===== src/rtl/seg_capture_pkg.sv =====
// Shared constants, FSM state type and helpers for the seven-segment frame capture.
package seg_capture_pkg;

  localparam int unsigned NUM_DIGITS = 4;
  localparam int unsigned SEG_W      = 7;
  localparam int unsigned BCD_W      = 4;

  // Active-low segment codes, bit6=g ... bit0=a
  localparam logic [SEG_W-1:0] SEG_0 = 7'b1000000;
  localparam logic [SEG_W-1:0] SEG_1 = 7'b1111001;
  localparam logic [SEG_W-1:0] SEG_2 = 7'b0100100;
  localparam logic [SEG_W-1:0] SEG_3 = 7'b0110000;
  localparam logic [SEG_W-1:0] SEG_4 = 7'b0011001;
  localparam logic [SEG_W-1:0] SEG_5 = 7'b0010010;
  localparam logic [SEG_W-1:0] SEG_6 = 7'b0000010;
  localparam logic [SEG_W-1:0] SEG_7 = 7'b1111000;
  localparam logic [SEG_W-1:0] SEG_8 = 7'b0000000;
  localparam logic [SEG_W-1:0] SEG_9 = 7'b0010000;

  localparam logic [BCD_W-1:0] BCD_INVALID = 4'hF;

  typedef enum logic {
    ST_IDLE,
    ST_COLLECT
  } state_e;

  // True when exactly one active-low digit enable is asserted.
  function automatic logic one_low(input logic [NUM_DIGITS-1:0] an);
    logic [NUM_DIGITS-1:0] n;
    n = ~an;
    return (n != '0) && ((n & (n - NUM_DIGITS'(1))) == '0);
  endfunction

endpackage


===== src/rtl/seg7_to_bcd.sv =====
// Combinational decode of an active-low seven-segment pattern into a BCD numeral.
module seg7_to_bcd
  import seg_capture_pkg::*;
(
  input  logic [SEG_W-1:0] pattern_i,
  output logic [BCD_W-1:0] bcd_o,
  output logic             invalid_o
);

  always_comb begin
    bcd_o     = BCD_INVALID;
    invalid_o = 1'b0;
    case (pattern_i)
      SEG_0:   bcd_o = 4'd0;
      SEG_1:   bcd_o = 4'd1;
      SEG_2:   bcd_o = 4'd2;
      SEG_3:   bcd_o = 4'd3;
      SEG_4:   bcd_o = 4'd4;
      SEG_5:   bcd_o = 4'd5;
      SEG_6:   bcd_o = 4'd6;
      SEG_7:   bcd_o = 4'd7;
      SEG_8:   bcd_o = 4'd8;
      SEG_9:   bcd_o = 4'd9;
      default: invalid_o = 1'b1;
    endcase
  end

endmodule


===== src/rtl/seg_display_capture.sv =====
// Captures a multiplexed 4-digit seven-segment scan into a BCD frame once every
// digit has been seen stable; partial frames are dropped after a timeout.
module seg_display_capture
  import seg_capture_pkg::*;
#(
  parameter int unsigned STABLE_CYCLES  = 4,
  parameter int unsigned TIMEOUT_CYCLES = 65535
) (
  input  logic                          clk,
  input  logic                          rst_n,
  input  logic [SEG_W-1:0]              seg,
  input  logic [NUM_DIGITS-1:0]         an,
  output logic [NUM_DIGITS*BCD_W-1:0]   bcd_out,
  output logic [NUM_DIGITS-1:0]         digit_err,
  output logic                          frame_valid,
  output logic                          frame_timeout
);

  localparam int unsigned CNT_W    = 8;
  localparam int unsigned TO_W     = $clog2(TIMEOUT_CYCLES + 1);
  localparam int unsigned SAMPLE_W = NUM_DIGITS + SEG_W;
  localparam int unsigned FRAME_W  = NUM_DIGITS * BCD_W;

  logic [SEG_W-1:0]      seg_s1_q, seg_s2_q;
  logic [NUM_DIGITS-1:0] an_s1_q, an_s2_q;
  logic [SAMPLE_W-1:0]   prev_q;
  logic [CNT_W-1:0]      stab_q, stab_d;
  logic [TO_W-1:0]       to_q, to_d;
  logic [FRAME_W-1:0]    shadow_bcd_q, shadow_bcd_d;
  logic [NUM_DIGITS-1:0] shadow_err_q, shadow_err_d;
  logic [NUM_DIGITS-1:0] mask_q, mask_d;
  logic [FRAME_W-1:0]    bcd_q, bcd_d;
  logic [NUM_DIGITS-1:0] err_q, err_d;
  logic                  fv_q, fv_d;
  logic                  ft_q, ft_d;
  state_e                state_q, state_d;

  logic [SAMPLE_W-1:0]   cur_c;
  logic                  eligible_c, same_c, capture_c;
  logic [NUM_DIGITS-1:0] cap_bit_c;
  logic [BCD_W-1:0]      dec_bcd;
  logic                  dec_inv;

  seg7_to_bcd u_dec (
    .pattern_i (seg_s2_q),
    .bcd_o     (dec_bcd),
    .invalid_o (dec_inv)
  );

  assign cur_c      = {an_s2_q, seg_s2_q};
  assign eligible_c = one_low(an_s2_q);
  assign same_c     = (cur_c == prev_q);
  assign capture_c  = eligible_c && same_c && (stab_q == CNT_W'(STABLE_CYCLES - 1));
  assign cap_bit_c  = capture_c ? ~an_s2_q : '0;

  // Stability counter saturates at STABLE_CYCLES so each window captures once.
  always_comb begin
    stab_d = stab_q;
    if (!eligible_c) begin
      stab_d = '0;
    end else if (!same_c) begin
      stab_d = CNT_W'(1);
    end else if (stab_q != CNT_W'(STABLE_CYCLES)) begin
      stab_d = stab_q + CNT_W'(1);
    end
  end

  // Shadow slot write, then frame assembly and timeout FSM.
  always_comb begin
    shadow_bcd_d = shadow_bcd_q;
    shadow_err_d = shadow_err_q;
    state_d      = state_q;
    mask_d       = mask_q;
    to_d         = to_q;
    bcd_d        = bcd_q;
    err_d        = err_q;
    fv_d         = 1'b0;
    ft_d         = 1'b0;

    for (int i = 0; i < NUM_DIGITS; i++) begin
      if (cap_bit_c[i]) begin
        shadow_bcd_d[BCD_W*i +: BCD_W] = dec_bcd;
        shadow_err_d[i]                = dec_inv;
      end
    end

    case (state_q)
      ST_IDLE: begin
        if (capture_c) begin
          state_d = ST_COLLECT;
          mask_d  = cap_bit_c;
          to_d    = '0;
        end
      end
      ST_COLLECT: begin
        if (mask_q == '1) begin
          bcd_d   = shadow_bcd_q;
          err_d   = shadow_err_q;
          fv_d    = 1'b1;
          mask_d  = cap_bit_c;
          to_d    = '0;
          state_d = capture_c ? ST_COLLECT : ST_IDLE;
        end else if (to_q == TO_W'(TIMEOUT_CYCLES - 1)) begin
          ft_d    = 1'b1;
          mask_d  = cap_bit_c;
          to_d    = '0;
          state_d = capture_c ? ST_COLLECT : ST_IDLE;
        end else begin
          mask_d = mask_q | cap_bit_c;
          to_d   = to_q + TO_W'(1);
        end
      end
      default: state_d = ST_IDLE;
    endcase
  end

  always_ff @(posedge clk or negedge rst_n) begin
    if (!rst_n) begin
      seg_s1_q     <= '1;
      seg_s2_q     <= '1;
      an_s1_q      <= '1;
      an_s2_q      <= '1;
      prev_q       <= '1;
      stab_q       <= '0;
      to_q         <= '0;
      shadow_bcd_q <= '0;
      shadow_err_q <= '0;
      mask_q       <= '0;
      bcd_q        <= '0;
      err_q        <= '0;
      fv_q         <= 1'b0;
      ft_q         <= 1'b0;
      state_q      <= ST_IDLE;
    end else begin
      seg_s1_q     <= seg;
      seg_s2_q     <= seg_s1_q;
      an_s1_q      <= an;
      an_s2_q      <= an_s1_q;
      prev_q       <= cur_c;
      stab_q       <= stab_d;
      to_q         <= to_d;
      shadow_bcd_q <= shadow_bcd_d;
      shadow_err_q <= shadow_err_d;
      mask_q       <= mask_d;
      bcd_q        <= bcd_d;
      err_q        <= err_d;
      fv_q         <= fv_d;
      ft_q         <= ft_d;
      state_q      <= state_d;
    end
  end

  assign bcd_out       = bcd_q;
  assign digit_err     = err_q;
  assign frame_valid   = fv_q;
  assign frame_timeout = ft_q;

endmodule


===== config.mk =====
export PLATFORM = sky130hd
export DESIGN_NAME = seg_display_capture
export DESIGN_NICKNAME = d
export VERILOG_FILES = /design/src/rtl/seg_capture_pkg.sv /design/src/rtl/seg7_to_bcd.sv /design/src/rtl/seg_display_capture.sv
export SDC_FILE = /design/constraint.sdc
export NUM_CORES = 1
export LEC_CHECK = 0
export CORE_UTILIZATION = 60
export CTS_CLUSTER_SIZE = 8
export DETAILED_ROUTE_END_ITERATION = 6
export GPL_TIMING_DRIVEN = 0
export MAX_ROUTING_LAYER = met4
export PLACE_DENSITY = 0.92
export REMOVE_ABC_BUFFERS = 1
export SYNTH_ARGS = -nofsm -noshare
export SYNTH_HDL_FRONTEND = slang
export SYNTH_SLANG_ARGS = --single-unit
export TNS_END_PERCENT = 50

===== constraint.sdc =====
create_clock -name clk -period 6.2 [get_ports clk]
set_clock_uncertainty 0.15 [all_clocks]
set_input_delay 1.24 -clock clk [delete_from_list [all_inputs] [get_ports clk]]
set_output_delay 1.24 -clock clk [all_outputs]
set_load 0.02 [all_outputs]

==> results.cfg <==
[synthesis]
yosysTopAreaCell = dfrtp_1
yosysWarnings = 0
synthCells = 359
synth-edff-count = 0
yosys_most_used_dff = dfrtp_1
muxShareOfSynthArea_pct = 10.4
syn_avg_cell_area_um2 = 12.3
synth-seq-cells = 104
synth-xor-area-share_pct = 3.58
synth_top_family_by_area = simple AND/OR/NAND/NOR gates
synth.distinct_cells = 47
netlist_top_cells_area = dfrtp_1 (40%), dfstp_2 (20%), mux2_2 (10%)
yosysTopAreaCellShare_pct = 40.3
synth-simple-area-share_pct = 14.5
async_flop_share_pct = 100
synth-compound-area-share_pct = 7.69
synth_area_um2 = 4410
synth_fa_ha_area_share_pct = 1.14
synth_seq_area_share_pct = 60.0

[die]
start_util_pct = 63.5
die-area_um2 = 7690
coreArea_um2 = 6940
ios = 35
die_w_um = 87.7
die_h_um = 87.7
placementRows = 30

[clocking]
hold_buffers = 0
clockBufferDepth = 2
cts.sinks = 104
post-cts-setup-buffers = 0
clkTransAtPathRegs_ns = 0.11
cts_max_level = 3
cts_tree = built
cts-root-buf = clkbuf_8
clk_latency_ns = 0.37
cts_buffers = 9
cts_resized = 0

[power]
p_switching_mw = 0.310
powerDensity_nw_per_um2 = 236
p_seq_share_pct = 59.5
swShare_pct = 25.9
p_clk_share_pct = 36.8
power.internal_mw = 0.886
vdd_ir_drop_max_v = 0.000203
leakage_nw = 2.23
comb_power_share_pct = 3.7

[sta]
fmax_mhz = 341
slew_headroom_pct = 13.8
fin_tns_setup_ns = 0
fin_crit_ns = 2.93
worst_pin_slew_ns = 1.29
fin_crit_sh_pct = 47.3
hold_viol_final = 0
worst_slack_ns = 3.27
slew_viol_final = 0
rsz0062_at_grt = false
setup_viol = 0

[route]
wl_mm = 8.33
drtAntennaViolNets = 0
drc_errors = 0
viasPerCell = 5.90
routedWlPerCell_um = 16.8
drt_first_iter_violations = 211
dr.pass1.iters = 5
vias = 2926

[final_layout]
diodes = 0
utilization_pct = 73.1
nets = 412
drive_gt1_share_pct = 24.5
fin_area_um2 = 5070
syn2layout_area_growth_pct = 15.2

[setup_path]
worst_ep_required_time_ns = 6.31
crit_path_max_fanout = 9
cp-end-kind = flop
crit_arrival_ns = 3.05
critical_path_class = reg -> reg
start_kind = flop

[place]
io_buffers = 34
place_ws_ns = 3.30
dp_hpwl_mm = 5.41
dpl_cell_area_um2 = 4850
gp_congestion = 0.908

[global_routing]
first_global_vias = 2980
grt_max_degree = 61
grt-ovfl-total = 0
grt_pass1_wl_mm = 13.9
antenna_found_initial = 0
grt_use_total_pct = 24.7

[job]
maxCapViolations = 0

[run_status]
status = complete, no violations

[hold_path]
hold_path_class = reg -> reg
==> flip-flops by register name, indices dropped and copies added (netlist names) <==
| name | count |
|---|---|
| bcd_out | 16 |
| shadow_bcd_q | 16 |
| to_q | 16 |
| prev_q | 11 |
| stab_q | 8 |
| seg_s1_q | 7 |
| seg_s2_q | 7 |
| an_s1_q | 4 |
| an_s2_q | 4 |
| digit_err | 4 |
| mask_q | 4 |
| shadow_err_q | 4 |
| frame_timeout | 1 |
| frame_valid | 1 |
| state_q | 1 |
==> final cells by class <==
| type | instances | area, um2 |
|---|---|---|
| Inverter | 20 | 75.1 |
| Multi-Input combinational cell | 225 | 1650 |
| Clock buffer | 9 | 124 |
| Clock inverter | 7 | 101 |
| Fill cell | 422 | 1870 |
| Sequential cell | 104 | 2640 |
| Tap cell | 96 | 120 |
| Timing Repair Buffer | 35 | 365 |
==> routing by layer <==
metal	vias up	routed length (um)	track usage (%)
met5	-	0	-
met4	0	107	8.35
met3	15	344	5.84
met2	92	4510	40.9
met1	1473	3370	29.9
li1	1346	-	-
==> Yosys cell counts, types with 4 or more instances <==
cell      count
dfrtp_1      71
mux2_2       40
dfstp_2      33
inv_1        20
nand2_1      20
o21ai_0      19
nor2_1       17
xnor2_1      15
nand3_1      11
a31oi_1       9
nand4_1       9
and3_1        8
clkbuf_1      8
nor2b_1       8
a21oi_1       7
nand3b_1      5
nor3_1        5
o211ai_1      5
a22oi_1       4
and2_1        4
ha_1          4
==> cells in the final DEF, fill, tap and decap left out, drive strengths merged, types with 2 or more instances in the layout <==
cell type,count
clkbuf,9
nand2b,2
o21ai,19
xnor2,15
nor3b,3
nor3,8
a21oi,7
nand3b,5
or4,2
and4,3
a22oi,4
nand3,11
clkdlybuf4s50,33
ha,4
nor2b,8
dfstp,33
dfrtp,71
and3,8
buf,2
o211ai,5
and2,4
xor2,3
a31oi,9
nor4,2
nand4,9
clkinv,5
mux2,40
inv,22
nand2,20
nor2,18
==> logic make-up after synthesis <==
group / count (synthesis)
mux: 41
compound gates: 54
fa+ha+maj: 4
simple gates: 108
flops: 104
buf+inv: 30
xor+xnor: 18
==> power groups by stage <==
stage / Sequential (mW) / Combinational (mW) / Clock, mW
global placement: 0.722 / 0.0404 / 0
floorplan: 0.719 / 0.0186 / 0
detailed placement: 0.723 / 0.0447 / 0
finish: 0.711 / 0.0446 / 0.440
global route: 0.712 / 0.0502 / 0.476
CTS: 0.711 / 0.0455 / 0.444
==> stage by stage <==
stage / std cells / total power, mW / hold WS [ns]
after floorplan: 349 / 0.738 / 0.195
after global placement: 479 / 0.762 / 0.196
after detailed placement: 480 / 0.768 / 0.197
after CTS: 496 / 1.20 / 0.213
after global routing: 496 / 1.24 / 0.218
final: 496 / 1.20 / 0.212
==> critical path: stages (launching register included) <==
cell	delay [ns]
dfrtp_1	0.42
ha_1	0.25
nor4b_2	0.28
nand2_1	0.09
or4_1	0.81
nor3_4	0.42
mux2_2	0.39
==> final timing paths <==
kind / start / to / slack (ns) / depth (start not counted)
worst max-delay path: stab_q[0] / shadow_err_q[3] / 3.27 / 6
worst min-delay path: seg_s1_q[3] / seg_s2_q[3] / 0.21 / 0
worst max register to register: stab_q[0] / shadow_err_q[3] / 3.27 / 6
worst min register to register: seg_s1_q[3] / seg_s2_q[3] / 0.21 / 0
max in group asynchronous: rst_n / prev_q[2] / 4.47 / 2
min in group asynchronous: rst_n / to_q[7] / 0.71 / 1
(Power assumes the default switching activity.)
